**src/rtl/nibble_serial_alu_ctrl.sv**
```systemverilog
// Multi-nibble add/subtract sequencer around a 4-bit parallel adder slice.
// One nibble per clock, LSB first, carry chained through a register.
module nibble_serial_alu_ctrl #(
  parameter int NIBBLES = 4
) (
  input  logic                 clk,
  input  logic                 rst,
  input  logic                 start,
  input  logic [1:0]           op,
  input  logic                 cin_in,
  input  logic [4*NIBBLES-1:0] opa,
  input  logic [4*NIBBLES-1:0] opb,
  output logic                 busy,
  output logic                 done,
  output logic [4*NIBBLES-1:0] result,
  output logic                 cout,
  output logic                 zero,
  output logic [3:0]           add_a,
  output logic [3:0]           add_b,
  output logic                 add_s0,
  output logic                 add_s1,
  output logic                 add_cin,
  input  logic [3:0]           add_s,
  input  logic                 add_cout
);
  localparam int IW = (NIBBLES > 2) ? $clog2(NIBBLES) : 1;
  localparam logic [IW-1:0] LAST = IW'(NIBBLES - 1);

  typedef enum logic [1:0] {IDLE, RUN, DONE} state_t;

  state_t                   state_q, state_d;
  logic [IW-1:0]            idx_q;
  logic                     carry_q;
  logic                     cout_q;
  logic                     cin_q;
  logic [1:0]               op_q;
  logic [NIBBLES-1:0][3:0]  a_q, b_q, res_q;
  logic                     run, accept;

  assign run    = (state_q == RUN);
  assign accept = start && (state_q != RUN);

  always_comb begin
    state_d = state_q;
    case (state_q)
      IDLE:    if (start) state_d = RUN;
      RUN:     if (idx_q == LAST) state_d = DONE;
      DONE:    state_d = start ? RUN : IDLE;
      default: state_d = IDLE;
    endcase
  end

  always_ff @(posedge clk or posedge rst) begin
    if (rst) begin
      state_q <= IDLE;
      idx_q   <= '0;
      carry_q <= 1'b0;
      cout_q  <= 1'b0;
      cin_q   <= 1'b0;
      op_q    <= 2'b00;
      a_q     <= '0;
      b_q     <= '0;
      res_q   <= '0;
    end else begin
      state_q <= state_d;
      if (accept) begin
        a_q     <= opa;
        b_q     <= opb;
        op_q    <= op;
        cin_q   <= cin_in;
        res_q   <= '0;
        idx_q   <= '0;
        carry_q <= 1'b0;
      end else if (run) begin
        res_q[idx_q] <= add_s;
        carry_q      <= add_cout;
        if (idx_q == LAST) begin
          cout_q <= add_cout;
          idx_q  <= '0;
        end else begin
          idx_q  <= idx_q + 1'b1;
        end
      end
    end
  end

  // Slice inputs are forced to 0 outside RUN; carry comes only from the register.
  assign add_a   = run ? a_q[idx_q] : 4'h0;
  assign add_b   = run ? b_q[idx_q] : 4'h0;
  assign add_s0  = run & op_q[0];
  assign add_s1  = run & op_q[1];
  assign add_cin = run & ((idx_q == '0) ? cin_q : carry_q);

  assign busy   = run;
  assign done   = (state_q == DONE);
  assign result = res_q;
  assign cout   = cout_q;
  assign zero   = ~|res_q;
endmodule

```
**config.mk**
```make
export PLATFORM = sky130hd
export DESIGN_NAME = nibble_serial_alu_ctrl
export DESIGN_NICKNAME = d
export VERILOG_FILES = /design/src/rtl/nibble_serial_alu_ctrl.sv
export SDC_FILE = /design/constraint.sdc
export NUM_CORES = 1
export LEC_CHECK = 0
export CAP_MARGIN = 20
export CORE_UTILIZATION = 35
export CTS_CLUSTER_DIAMETER = 120
export DETAILED_ROUTE_END_ITERATION = 8
export GPL_ROUTABILITY_DRIVEN = 0
export PLACE_DENSITY_LB_ADDON = 0.2
export SYNTH_ARGS = -nofsm -noshare
export SYNTH_HDL_FRONTEND = slang
export SYNTH_SLANG_ARGS = --single-unit
```
**constraint.sdc**
```tcl
create_clock -name clk -period 3.4 [get_ports clk]
set_clock_uncertainty 0.15 [all_clocks]
set_input_delay 0.68 -clock clk [delete_from_list [all_inputs] [get_ports clk]]
set_output_delay 0.68 -clock clk [all_outputs]
set_load 0.02 [all_outputs]
```
==> run summary <==
final setup fails: 0
Via density: 4.94
Max Clk Rate: 321 MHz
Vias: 1,836
post-synthesis sequential area ratio: 0.520
Worst setup SP type: flip-flop
Comb pwr share: 0.503
met2 usage: 0.226
net switching fraction of the power: 0.353
placed instance area: 0.00354 mm2
Mapped Nets: 239
status: finished, final reports clean
Slew Viols, Final: 0
Clock transition at path regs: 0.06 ns
post-layout util: 0.504
GR met1 Demand/Resource: 0.202
initial antenna violation count: 0
layout cells sized above 1: 0.212
clock buffer count from CTS: 9
mean area per synthesized cell: 14.4 um2
final hold slack: 0.342 ns
Setup Fix Bufs, Post-CTS: 0
Ys Warns: 0
first-pass GRT wire length: 9560 um
final WL: 5830 um
Primary FF master, synth: dfrtp_1
GRT Total Usage: 0.149
Syn Inst Count: 190
clock share of power: 0.175
Worst Path Arrival: 2.29 ns
DP Wirelength: 4020 um
PostCTS Resize Cnt: 0
internal power: 2.33 mW
Worst-Margin Slew: 0.645 ns
Area growth, synth to finish: 36.1%
Hold Violations, Final: 0
H-Tree Level Count: 3
Core Footprint: 0.00741 mm2
worst path bufs/invs: 2
# hold bufs at CTS: 0
slowest CP cell: clkdlybuf4s50_1
I/O pin cnt: 74
Seq pwr share: 0.322
root buf cell: clkbuf_8
Longest Clk Path Bufs: 2
drt wl/cell: 15.7 um
Non-Filler Instances: 372
max incr delay on CP: 0.64 ns
worst relative slew slack: 0.570
I/O Buffers: 73
pre-CTS WS: 0.625 ns
Post-synth ARST share: 1.00
Sw Pwr: 1.27 mW
worst-path fanout max: 22
Leak: 1.69 nW
final net count: 318
busiest grt layer: met2
Die X: 90.5 um
Antenna Cells: 0
number of iterations in the first detailed-routing pass: 4
post-layout instance area: 0.00373 mm2
grt ovf: 0
largest net degree at the start of global routing: 36
crit path capture type: primary output
total power: 3.60 mW
CP top delay family: buffers and inverters
post-synth cell types: 33
DRC Markers: 0
worst vdd ir: 0.458 mV
crit-path cells: nand2b_1, inv_6, nand2_1, o22ai_1, clkdlybuf4s50_1
vias in the first global route: 1,889
die height: 90.5 um
Worst Path Class, Setup: reg2out
min-delay worst type: reg2reg
CTS Sinks: 57
placed insts: 357
RSZ-0062 raised after global routing: false
Core Rows: 31
Detail Route Antenna Nets: 0
MaxCap Viol Count: 0
Clock Latency Late Sink: 0.32 ns
power density cells: 963 mW/mm2
Initial Util: 0.370
crit share post-route: 0.917
M3 GR Usage: 0.0421
EDFF count, synth: 0
Iter 0 DRT Violations: 47
register bit total from synthesis: 57
setup ws final: 0.283 ns
fin crit period: 3.12 ns
TNS Setup: 0 ns
WP data required: 2.57 ns
Post-Syn Area: 0.00274 mm2
DIE AREA: 0.00820 mm2
CTS tree: yes
-- per-layer routing --
layer,vias up,part of all wire
met4,0,0.0069
li1,866,-
met3,5,0.061
met1,905,0.48
met2,60,0.46
met5,-,0
-- synth_stat cells (all sizes together), types with 5 or more instances --
master / instances / area share
mux2: 36 / 0.19
nor2b: 5 / 0.011
a32o: 8 / 0.029
ha: 6 / 0.027
buf: 8 / 0.032
dfrtp: 57 / 0.52
mux2i: 20 / 0.078
o22ai: 9 / 0.021
nand2: 6 / 0.011
inv: 5 / 0.0087
-- kinds of logic after synthesis --
logic type                 count (synthesis)  synth area share
DFF                                       57             0.520
adders and majority gates                  6            0.0274
buffers and inverters                     15            0.0442
AOI/OAI and AO/OA                         32            0.0917
and+or+nand+nor                           24            0.0506
muxes                                     56             0.266
-- placed cells by master, fill, tap and decap left out, types with 2 or more instances in the layout --
| master | n |
|---|---|
| nor4_1 | 4 |
| mux2i_1 | 19 |
| dfrtp_1 | 57 |
| mux2_2 | 5 |
| inv_1 | 3 |
| a31oi_1 | 4 |
| and2_1 | 3 |
| buf_4 | 5 |
| nor2b_1 | 5 |
| nand2_1 | 5 |
| nor2_1 | 2 |
| clkdlybuf4s50_1 | 73 |
| ha_1 | 6 |
| o22ai_1 | 9 |
| o2bb2ai_1 | 4 |
| mux2_4 | 30 |
| a22o_1 | 4 |
| a32o_1 | 8 |
| clkbuf_8 | 11 |
| clkinv_2 | 2 |
-- area by class of cell --
class                      count  area (um2)
clock buffer                  12         155
tap                           99         124
sequential                    57        1430
fill                         673        3670
clock inverter                 3        40.0
timing repair buffer          78         768
inverter                       5        23.8
multi-input combinational    118        1200
-- worst register-to-register path, cell delays in order, from the launching register on --
cell      delay [ns]
dfrtp_1         0.36
nand2b_1        0.20
buf_4           0.21
nand2_4         0.48
mux2_2          0.43
-- path summary, 6_finish.rpt --
| kind | end | start | slack (ns) | cells past startpoint |
|---|---|---|---|---|
| worst max-delay path | add_a[1] | state_q[1] | 0.28 | 5 |
| worst min-delay path | cout | cout | 0.34 | 1 |
| worst max register to register | b_q[7] | state_q[1] | 1.45 | 4 |
| worst min register to register | cout | cout | 0.34 | 1 |
| max in group asynchronous | a_q[9] | rst | 1.93 | 3 |
| min in group asynchronous | op_q[0] | rst | 0.49 | 2 |
-- flip-flops by register name, summed over array words and instances (netlist names) --
signal   cells
a_q         16
b_q         16
result      16
idx_q        2
op_q         2
state_q      2
carry_q      1
cin_q        1
cout         1
-- power groups by stage --
| stage | Sequential (mW) | Clock (mW) | Combinational (mW) |
|---|---|---|---|
| 2_1_floorplan | 1.19 | 0 | 1.25 |
| 3_3_place_gp | 1.16 | 0 | 1.82 |
| 4_1_cts | 1.16 | 0.650 | 1.84 |
| 3_5_place_dp | 1.17 | 0 | 1.82 |
| 5_1_grt | 1.20 | 0.678 | 1.94 |
| 6_report | 1.16 | 0.629 | 1.81 |
(Power assumes the default switching activity.)
